==> src/rtl/muldiv_sequencer.sv <==
// rtl/muldiv_sequencer.sv - iterative MULT/MULTU/DIV/DIVU engine owning HI/LO, borrowing the shared ALU adder
// Optional feature macro: MULDIV_EARLY_OUT_EN (half-length multiply when |rt| fits in WIDTH/2 bits)
module muldiv_sequencer #(
  parameter int WIDTH = 32
) (
  input  logic             i_clk,
  input  logic             i_rst,
  input  logic             i_start,
  input  logic [1:0]       i_op,
  input  logic [WIDTH-1:0] i_rs,
  input  logic [WIDTH-1:0] i_rt,
  input  logic             i_flush,
  input  logic             i_hilo_we,
  input  logic             i_hilo_sel,
  input  logic [WIDTH-1:0] i_hilo_wdata,
  output logic             o_busy,
  output logic             o_done,
  output logic [WIDTH-1:0] o_hi,
  output logic [WIDTH-1:0] o_lo,
  output logic             o_alu_req,
  input  logic             i_alu_gnt,
  output logic [WIDTH-1:0] o_alu_data1,
  output logic [WIDTH-1:0] o_alu_data2,
  output logic             o_alu_arith_op,
  output logic [1:0]       o_alu_select,
  output logic             o_alu_sign,
  input  logic [WIDTH-1:0] i_alu_data,
  input  logic             i_alu_less
);
  localparam int CW = $clog2(WIDTH + 1);
  localparam logic [CW-1:0] CNT_FULL = CW'(WIDTH);
  localparam logic [CW-1:0] CNT_ONE  = CW'(1);
`ifdef MULDIV_EARLY_OUT_EN
  localparam int HW = WIDTH / 2;
  localparam logic [CW-1:0] CNT_HALF = CW'(HW);
`endif

  typedef enum logic [2:0] {S_IDLE, S_SETUP, S_ITER, S_FIX, S_DONE} state_t;

  state_t state_q, state_d;

  // raw operands are kept so a divide by zero can return the untouched dividend in HI
  logic [WIDTH-1:0] rs_q, rs_d, rt_q, rt_d;
  logic             is_div_q, is_div_d, is_sgn_q, is_sgn_d;
  logic             neg_quo_q, neg_quo_d, neg_rem_q, neg_rem_d;
  // acc doubles as the remainder, pl as the quotient, m as the divisor
  logic [WIDTH-1:0] acc_q, acc_d, pl_q, pl_d, m_q, m_d;
  logic [CW-1:0]    cnt_q, cnt_d;
  logic [WIDTH-1:0] hi_q, hi_d, lo_q, lo_d;
`ifdef MULDIV_EARLY_OUT_EN
  logic             early_q, early_d;
`endif

  logic               start_ok, div_by_zero;
  logic [WIDTH-1:0]   rs_abs, rt_abs, sh_rem, sum;
  logic               shift_out, carry, ge;
  logic [2*WIDTH-1:0] prod;

  assign start_ok    = (state_q == S_IDLE) && i_start && !i_flush;
  assign div_by_zero = is_div_q && (rt_q == '0);
  assign rs_abs      = (is_sgn_q && rs_q[WIDTH-1]) ? (~rs_q + 1'b1) : rs_q;
  assign rt_abs      = (is_sgn_q && rt_q[WIDTH-1]) ? (~rt_q + 1'b1) : rt_q;
  assign sh_rem      = {acc_q[WIDTH-2:0], pl_q[WIDTH-1]};
  assign shift_out   = acc_q[WIDTH-1];
  assign ge          = shift_out | ~i_alu_less;
  assign sum         = pl_q[0] ? i_alu_data : acc_q;
  // carry out of the borrowed adder rebuilt from operand and sum MSBs
  assign carry       = pl_q[0] & ((acc_q[WIDTH-1] & m_q[WIDTH-1]) |
                                  ((acc_q[WIDTH-1] | m_q[WIDTH-1]) & ~i_alu_data[WIDTH-1]));

  // state register
  always_ff @(posedge i_clk) begin
    if (i_rst) state_q <= S_IDLE;
    else       state_q <= state_d;
  end

  // next-state logic; flush beats every other transition
  always_comb begin
    state_d = state_q;
    if (i_flush) begin
      state_d = S_IDLE;
    end else begin
      case (state_q)
        S_IDLE:  if (i_start) state_d = S_SETUP;
        S_SETUP: state_d = div_by_zero ? S_FIX : S_ITER;
        S_ITER:  if (i_alu_gnt && (cnt_q == CNT_ONE)) state_d = S_FIX;
        S_FIX:   state_d = S_DONE;
        S_DONE:  state_d = S_IDLE;
        default: state_d = S_IDLE;
      endcase
    end
  end

  // datapath next values: latch, setup, one shift/add step per grant, final sign fix
  always_comb begin
    rs_d      = rs_q;
    rt_d      = rt_q;
    is_div_d  = is_div_q;
    is_sgn_d  = is_sgn_q;
    neg_quo_d = neg_quo_q;
    neg_rem_d = neg_rem_q;
    acc_d     = acc_q;
    pl_d      = pl_q;
    m_d       = m_q;
    cnt_d     = cnt_q;
    hi_d      = hi_q;
    lo_d      = lo_q;
`ifdef MULDIV_EARLY_OUT_EN
    early_d   = early_q;
`endif
    prod      = {acc_q, pl_q};
    case (state_q)
      S_IDLE: begin
        if (start_ok) begin
          rs_d      = i_rs;
          rt_d      = i_rt;
          is_div_d  = i_op[1];
          is_sgn_d  = ~i_op[0];
          neg_quo_d = ~i_op[0] & (i_rs[WIDTH-1] ^ i_rt[WIDTH-1]);
          neg_rem_d = ~i_op[0] & i_rs[WIDTH-1];
        end else if (i_hilo_we) begin
          if (i_hilo_sel) hi_d = i_hilo_wdata;
          else            lo_d = i_hilo_wdata;
        end
      end
      S_SETUP: begin
        acc_d = '0;
        cnt_d = CNT_FULL;
        if (div_by_zero) begin
          acc_d     = rs_q;
          pl_d      = '1;
          neg_quo_d = 1'b0;
          neg_rem_d = 1'b0;
        end else if (is_div_q) begin
          pl_d = rs_abs;
          m_d  = rt_abs;
        end else begin
          pl_d = rt_abs;
          m_d  = rs_abs;
`ifdef MULDIV_EARLY_OUT_EN
          early_d = (rt_abs[WIDTH-1:HW] == '0);
          if (early_d) cnt_d = CNT_HALF;
`endif
        end
      end
      S_ITER: begin
        if (i_alu_gnt) begin
          cnt_d = cnt_q - CNT_ONE;
          if (is_div_q) begin
            acc_d = ge ? i_alu_data : sh_rem;
            pl_d  = {pl_q[WIDTH-2:0], ge};
          end else begin
            acc_d = {carry, sum[WIDTH-1:1]};
            pl_d  = {sum[0], pl_q[WIDTH-1:1]};
          end
        end
      end
      S_FIX: begin
        if (!i_flush) begin
          if (is_div_q) begin
            lo_d = neg_quo_q ? (~pl_q + 1'b1) : pl_q;
            hi_d = neg_rem_q ? (~acc_q + 1'b1) : acc_q;
          end else begin
`ifdef MULDIV_EARLY_OUT_EN
            if (early_q) prod = prod >> HW;
`endif
            if (neg_quo_q) prod = ~prod + 1'b1;
            hi_d = prod[2*WIDTH-1:WIDTH];
            lo_d = prod[WIDTH-1:0];
          end
        end
      end
      default: ;
    endcase
  end

  // datapath registers
  always_ff @(posedge i_clk) begin
    if (i_rst) begin
      rs_q      <= '0;
      rt_q      <= '0;
      is_div_q  <= 1'b0;
      is_sgn_q  <= 1'b0;
      neg_quo_q <= 1'b0;
      neg_rem_q <= 1'b0;
      acc_q     <= '0;
      pl_q      <= '0;
      m_q       <= '0;
      cnt_q     <= '0;
      hi_q      <= '0;
      lo_q      <= '0;
`ifdef MULDIV_EARLY_OUT_EN
      early_q   <= 1'b0;
`endif
    end else begin
      rs_q      <= rs_d;
      rt_q      <= rt_d;
      is_div_q  <= is_div_d;
      is_sgn_q  <= is_sgn_d;
      neg_quo_q <= neg_quo_d;
      neg_rem_q <= neg_rem_d;
      acc_q     <= acc_d;
      pl_q      <= pl_d;
      m_q       <= m_d;
      cnt_q     <= cnt_d;
      hi_q      <= hi_d;
      lo_q      <= lo_d;
`ifdef MULDIV_EARLY_OUT_EN
      early_q   <= early_d;
`endif
    end
  end

  // outputs decoded from state; ALU operands are quiet outside ITER
  always_comb begin
    o_busy         = (state_q != S_IDLE);
    o_done         = (state_q == S_DONE);
    o_alu_req      = (state_q == S_ITER);
    o_alu_data1    = '0;
    o_alu_data2    = '0;
    o_alu_arith_op = 1'b0;
    if (state_q == S_ITER) begin
      o_alu_data2 = m_q;
      if (is_div_q) begin
        o_alu_data1    = sh_rem;
        o_alu_arith_op = 1'b1;
      end else begin
        o_alu_data1 = acc_q;
      end
    end
  end

  assign o_hi         = hi_q;
  assign o_lo         = lo_q;
  assign o_alu_select = 2'd2;
  assign o_alu_sign   = 1'b0;

endmodule
==> config.mk <==
export PLATFORM = sky130hd
export DESIGN_NAME = muldiv_sequencer
export DESIGN_NICKNAME = d
export VERILOG_FILES = /design/src/rtl/muldiv_sequencer.sv
export SDC_FILE = /design/constraint.sdc
export NUM_CORES = 1
export LEC_CHECK = 0
export CAP_MARGIN = 20
export CORE_UTILIZATION = 45
export DETAILED_ROUTE_END_ITERATION = 6
export MAX_ROUTING_LAYER = met4
export PLACE_DENSITY_LB_ADDON = 0.1
export SLEW_MARGIN = 10
export SYNTH_ARGS = -nofsm -noshare
export SYNTH_HDL_FRONTEND = slang
export SYNTH_SLANG_ARGS = --single-unit
export TNS_END_PERCENT = 50
==> constraint.sdc <==
create_clock -name i_clk -period 5.76 [get_ports i_clk]
set_clock_uncertainty 0.2 [all_clocks]
set_input_delay 1.152 -clock i_clk [delete_from_list [all_inputs] [get_ports i_clk]]
set_output_delay 1.152 -clock i_clk [all_outputs]
set_load 0.05 [all_outputs]
==> flow_summary.toml, run 1 <==
[run_status]
status = "complete, no violations"

[critical_path]
critPathMaxFanout = 37
slowest_stage = "clkdlybuf4s50_1"
critPathTopFamily = "buffers and inverters"
rr_worst_depth = 7
path_cells = "nor2b_1, nand2b_2, buf_4, clkinv_1, buf_4, nand2_1, inv_1, clkdlybuf4s50_1"
r2r_start = "is_div_q"
rrSetupSlack_ns = 1.93
critPathBufInv = 5
critPathArrivalTime_ns = 3.42
r2r-end = "m_q[1]"
startpoint_type = "register"
endpoint_kind = "primary output"
required_ns = 4.41
path_class = "reg -> out"
critPathMaxStageDelay_ns = 0.81
crit_top_cell = "buf_4"

[min_path]
whs_endpoint = "m_q[25]"
hp-class = "reg -> reg"
min_path_cells = 2
holdCritStartpoint = "m_q[25]"

[sta]
rsz0062_at_grt = "false"
finalSetupViolCount = 0
fin_tns_setup_ns = 0
fmax_mhz = 209
hold_viol = 0
tightest_slew_ns = 1.13
setup_ws_ns = 0.985
slew_headroom_pct = 24.5
period_share_pct = 82.9
finalCriticalPeriod_ns = 4.78
drv_slew = 0

[floorplanning]
die-area_sq_um = 35400
dieWidth_um = 188
floorplan.initialDensity_pct = 46.1
core_area_sq_um = 33800
num_rows = 67
die_h_um = 188
num_io_pins = 273

[cts]
cts_setup_buffers = 0
cts_hold_buf = 0
cts_tree = "done"
cts.sinks = 237
cts_max_level = 1
clock_path_buffers = 3
root_buffer = "clkbuf_16"
path_clk_slew_ns = 0.06
numCtsBuffers = 27
cts_resized = 0
clk_latency_ns = 0.57

[cells_and_area]
syn2layout_area_growth_pct = 23.0
fillers = 3241
layout_common_cells = "nand2_1 (288), clkdlybuf4s50_1 (268), nor2_1 (235), dfxtp_1 (235), a21oi_1 (213)"
nets = 2405
final_util_pct = 56.7
regArea_sq_um = 4750
multi_input_area_sq_um = 9980
layout-drive-gt1-share_pct = 4.66
layout_commonest_cell = "nand2_1"

[logic_synthesis]
synth_seq_cells = 237
yosysTopAreaCellShare_pct = 30.5
synth_top_cell_by_area = "dfxtp_1"
syn-instance-count = 2140
synthArstFlopShare_pct = 0
syn_area_per_cell_sq_um = 7.28
syn_area_sq_um = 15600
synth_seq_area_share_pct = 30.5
synth_top_flop_cell = "dfxtp_1"
synthDistinctLibCells = 73
synth.yosys.warnings = 0
synth.area.top_cells = "dfxtp_1 (30%), nand2_1 (6.9%), a21oi_1 (6.9%)"
synth_edf_count = 0

[grt]
overflow = 0
grt_pass1_wl_um = 90400
grt_max_degree = 115
grt_usage_pct = 33.7
grt_pass1_vias = 14800
antenna_found_initial = 3

[drt]
ant_nets = 0
dr.pass1.iters = 5
wl_um = 60000
wl_per_cell_um = 22.0
post_drt_via_cell_ratio = 6.00
first_iter_violations = 1494
drcViolationCount = 0
vias = 16400

[flow_run]
drv_cap = 0

[power_and_ir_drop]
ir_drop_mv = 0.233
p_leak_nw = 6.97
powerDensity_nw_per_um2 = 237

[placed_design]
portBuffers = 269
dp_hpwl_um = 44800
dpl_worst_slack_ns = 1.55
routabilityCongestion = 0.970
[cell type report]
cell class,count,share of cell area (%)
antenna,3,0.0392
clock buffer,35,3.84
clock inverter,9,0.477
inverter,19,0.372
multi-input combinational,1676,52.1
sequential,237,24.8
tap,448,2.93
timing repair buffer,300,15.5
[where the power goes]
| part | internal (W) | switching (W) | leakage [nW] |
|---|---|---|---|
| clock network | 0.000941 | 0.000708 | 0.408 |
| logic | 0.000398 | 0.000652 | 4.63 |
| registers | 0.00171 | 0.000134 | 1.93 |
| total | 0.00305 | 0.00149 | 6.97 |
[flip-flops by register name, indices dropped and copies added, names as in the netlist, 6 cells and up]
name   count
o_lo      32
rs_q      32
rt_q      32
o_hi      32
pl_q      32
acc_q     32
m_q       32
cnt_q      6
[cells in the mapped netlist (12+ instances only)]
master	instances
o41ai_1	21
a21oi_1	214
o22ai_1	19
or3_1	23
o211ai_1	15
xor2_1	62
dfxtp_1	237
nand2_1	288
nor3_1	77
clkbuf_1	182
mux2i_1	103
a31oi_1	12
nand4_1	13
and2_1	39
xnor2_1	50
inv_1	18
o31ai_1	26
nand2b_1	14
a211oi_1	114
nor4_1	21
o21ai_0	91
buf_1	17
nand3_1	28
nor3b_1	12
or4_1	19
a21o_1	15
nor2b_1	37
nor2_1	237
[worst max path at each step]
stage / start / slack [ns] / end / cells past startpoint
floorplan: state_q[1] / 1.91 / o_alu_data2[22] / 7
global placement: state_q[1] / 1.61 / o_alu_arith_op / 8
detailed placement: state_q[1] / 1.55 / o_alu_arith_op / 8
CTS: state_q[1] / 0.97 / o_alu_arith_op / 8
global route: state_q[1] / 0.81 / o_alu_arith_op / 8
finish: state_q[1] / 0.98 / o_alu_arith_op / 8
[metrics by stage]
step	instance area [sq um]	power [W]	hold WS, ns	cells
6_report	19200	0.00455	0.252	2727
5_1_grt	19200	0.00472	0.274	2727
4_1_cts	19100	0.00454	0.253	2722
3_5_place_dp	18300	0.00291	0.245	2678
3_3_place_gp	18300	0.00290	0.241	2678
2_1_floorplan	15600	0.00251	0.227	2141
[kinds of logic (layout without fill, tap and decap cells)]
logic type | after synthesis | after routing | share of synthesized area (%)
flip-flops | 237 | 237 | 30.5
AND/OR/NAND/NOR | 850 | 850 | 25.6
XOR/XNOR | 112 | 112 | 6.30
adder cells (fa/ha/maj) | 6 | 6 | 0.482
AO/OA/AOI/OAI | 596 | 596 | 24.4
multiplexers | 109 | 109 | 7.05
buffers and inverters | 228 | 363 | 5.70
other | 2 | 6 | 0.0482
[tightest hold or removal path, cell delays in order (launching register included)]
cell	delay (ns)
dfxtp_1	0.30
nand2_1	0.05
a21oi_1	0.05
[routing by layer]
metal,vias up,track usage [%],part of all wire [%]
li1,7861,-,-
met1,7744,44.4,44
met2,677,53.7,46
met3,93,3.61,6.4
met4,0,10.9,3.5
met5,-,-,0
(Power assumes the default switching activity.)
==> inputs of run 2 (changes only) <==
clock period = 3.89 ns   (was 5.76 ns; I/O delays follow)
==> run 2 against run 1 <==
Total power is 57% higher. Clock power is 68% higher. Die area stayed put. Flip-flop and latch count stayed put. Global-route usage is 0.83 points higher. Critical path depth is 3 lower. Non-clock buffer count is 35 higher. Combinational power is 55% higher. Final cell count is 1.5% higher. First-iteration DRC count is 6.5% lower. Sequential power is 46% higher. Routed wire length is 2.4% higher. Largest cell class unchanged. Largest power group is now clock. Highest routed layer unchanged.
==> flow_summary.toml, run 2 (same netlist as run 1, synthesis figures left out) <==
[sta]
fmax_mhz = 264
slew_headroom_pct = 41.9
drv_slew = 0
hold_viol = 0
finalSetupViolCount = 0
fin_tns_setup_ns = 0
period_share_pct = 97.2
rsz0062_at_grt = "false"
whs_ns = 0.245
tightest_slew_ns = 0.869
finalCriticalPeriod_ns = 3.78
setup_ws_ns = 0.108

[power_and_ir_drop]
ir_drop_mv = 0.378
fin_total_pwr_w = 0.00712
powerDensity_nw_per_um2 = 366
p_leak_nw = 7.28

[floorplanning]
num_rows = 67
core_area_sq_um = 33800
die_h_um = 188
dieWidth_um = 188
die-area_sq_um = 35400
num_io_pins = 273
floorplan.initialDensity_pct = 46.1

[grt]
grt_pass1_vias = 15300
antenna_found_initial = 1
grt_max_degree = 80
grt_pass1_wl_um = 92800
overflow = 0
grt_usage_pct = 34.5

[critical_path]
path_cells = "buf_4, nor2b_1, nand2b_4, nor2_1, clkdlybuf4s50_1"
slowest_stage = "clkdlybuf4s50_1"
critPathTopFamily = "buffers and inverters"
path_class = "reg -> out"
endpoint_kind = "primary output"
rr_worst_depth = 8
cp.depth = 5
critPathMaxStageDelay_ns = 0.85
critPathArrivalTime_ns = 2.80
startpoint_type = "register"
critPathMaxFanout = 35
required_ns = 2.91
critPathBufInv = 2

[drt]
post_drt_via_cell_ratio = 6.10
wl_per_cell_um = 22.2
dr.pass1.iters = 5
wl_um = 61400
drcViolationCount = 0
vias = 16900
first_iter_violations = 1397
ant_nets = 0

[cts]
cts.sinks = 237
root_buffer = "clkbuf_16"
clk_latency_ns = 0.57
cts_tree = "done"
cts_setup_buffers = 0
clock_path_buffers = 3
cts_max_level = 1
numCtsBuffers = 27
path_clk_slew_ns = 0.06

[cells_and_area]
syn2layout_area_growth_pct = 25.0
final_util_pct = 57.6
fillers = 3190
layout-drive-gt1-share_pct = 7.86
nets = 2440
layout_commonest_cell = "nand2_1"
layout_common_cells = "nand2_1 (288), nor2_1 (235), dfxtp_1 (235)"

[run_status]
status = "complete, no violations"

[flow_run]
drv_cap = 0

[placed_design]
dpl_worst_slack_ns = 0.530
routabilityCongestion = 0.961
dp_hpwl_um = 45900
portBuffers = 269

[min_path]
hp-class = "reg -> reg"
min_path_cells = 2
==> run 2: final timing paths <==
path	endpoint	slack, ns	startpoint
min reg2reg	m_q[6]	0.25	m_q[6]
max reg2reg	m_q[14]	0.46	rt_q[15]
max	o_alu_data1[0]	0.11	state_q[1]
min	m_q[6]	0.25	m_q[6]
==> run 2: per-stage QoR <==
step	area, sq um	cells
detailed placement	18500	2715
global placement	18500	2715
global route	19500	2765
CTS	19500	2764
finish	19500	2767
floorplan	15600	2141
==> run 2: layout make-up <==
class                           instances  area, sq um  share of cell area, %
Clock inverter                         12          181                  0.932
Multi-Input combinational cell       1676         9980                   51.3
Tap cell                              448          561                   2.88
Timing Repair Buffer                  335         3130                   16.1
Clock buffer                           37          783                   4.02
Sequential cell                       237         4750                   24.4
Antenna cell                            3         7.51                 0.0386
Inverter                               19         71.3                  0.366
==> run 2: where the power goes <==
part	switching, W	internal, W	leakage, nW
registers	0.000173	0.00254	1.93
clock network	0.00110	0.00168	0.477
logic	0.00101	0.000621	4.88
==> run 2: worst min-delay path: stages (launching register included) <==
cell,delay (ns)
dfxtp_1,0.30
nand2_1,0.05
a21oi_1,0.05
==> run 2: timing repair <==
action	CTS	global route
gates resized for setup	1	0
endpoints found under the hold margin	0	0
hold buffers	0	0
setup endpoints to repair	4	0
==> run 2: routing by layer <==
metal / track usage (%) / wire [um] / vias to the layer above
li1: - / - / 7943
met1: 46.0 / 26700 / 7983
met2: 54.3 / 27900 / 813
met3: 3.07 / 4400 / 134
met4: 12.7 / 2390 / 0
met5: - / 0 / -
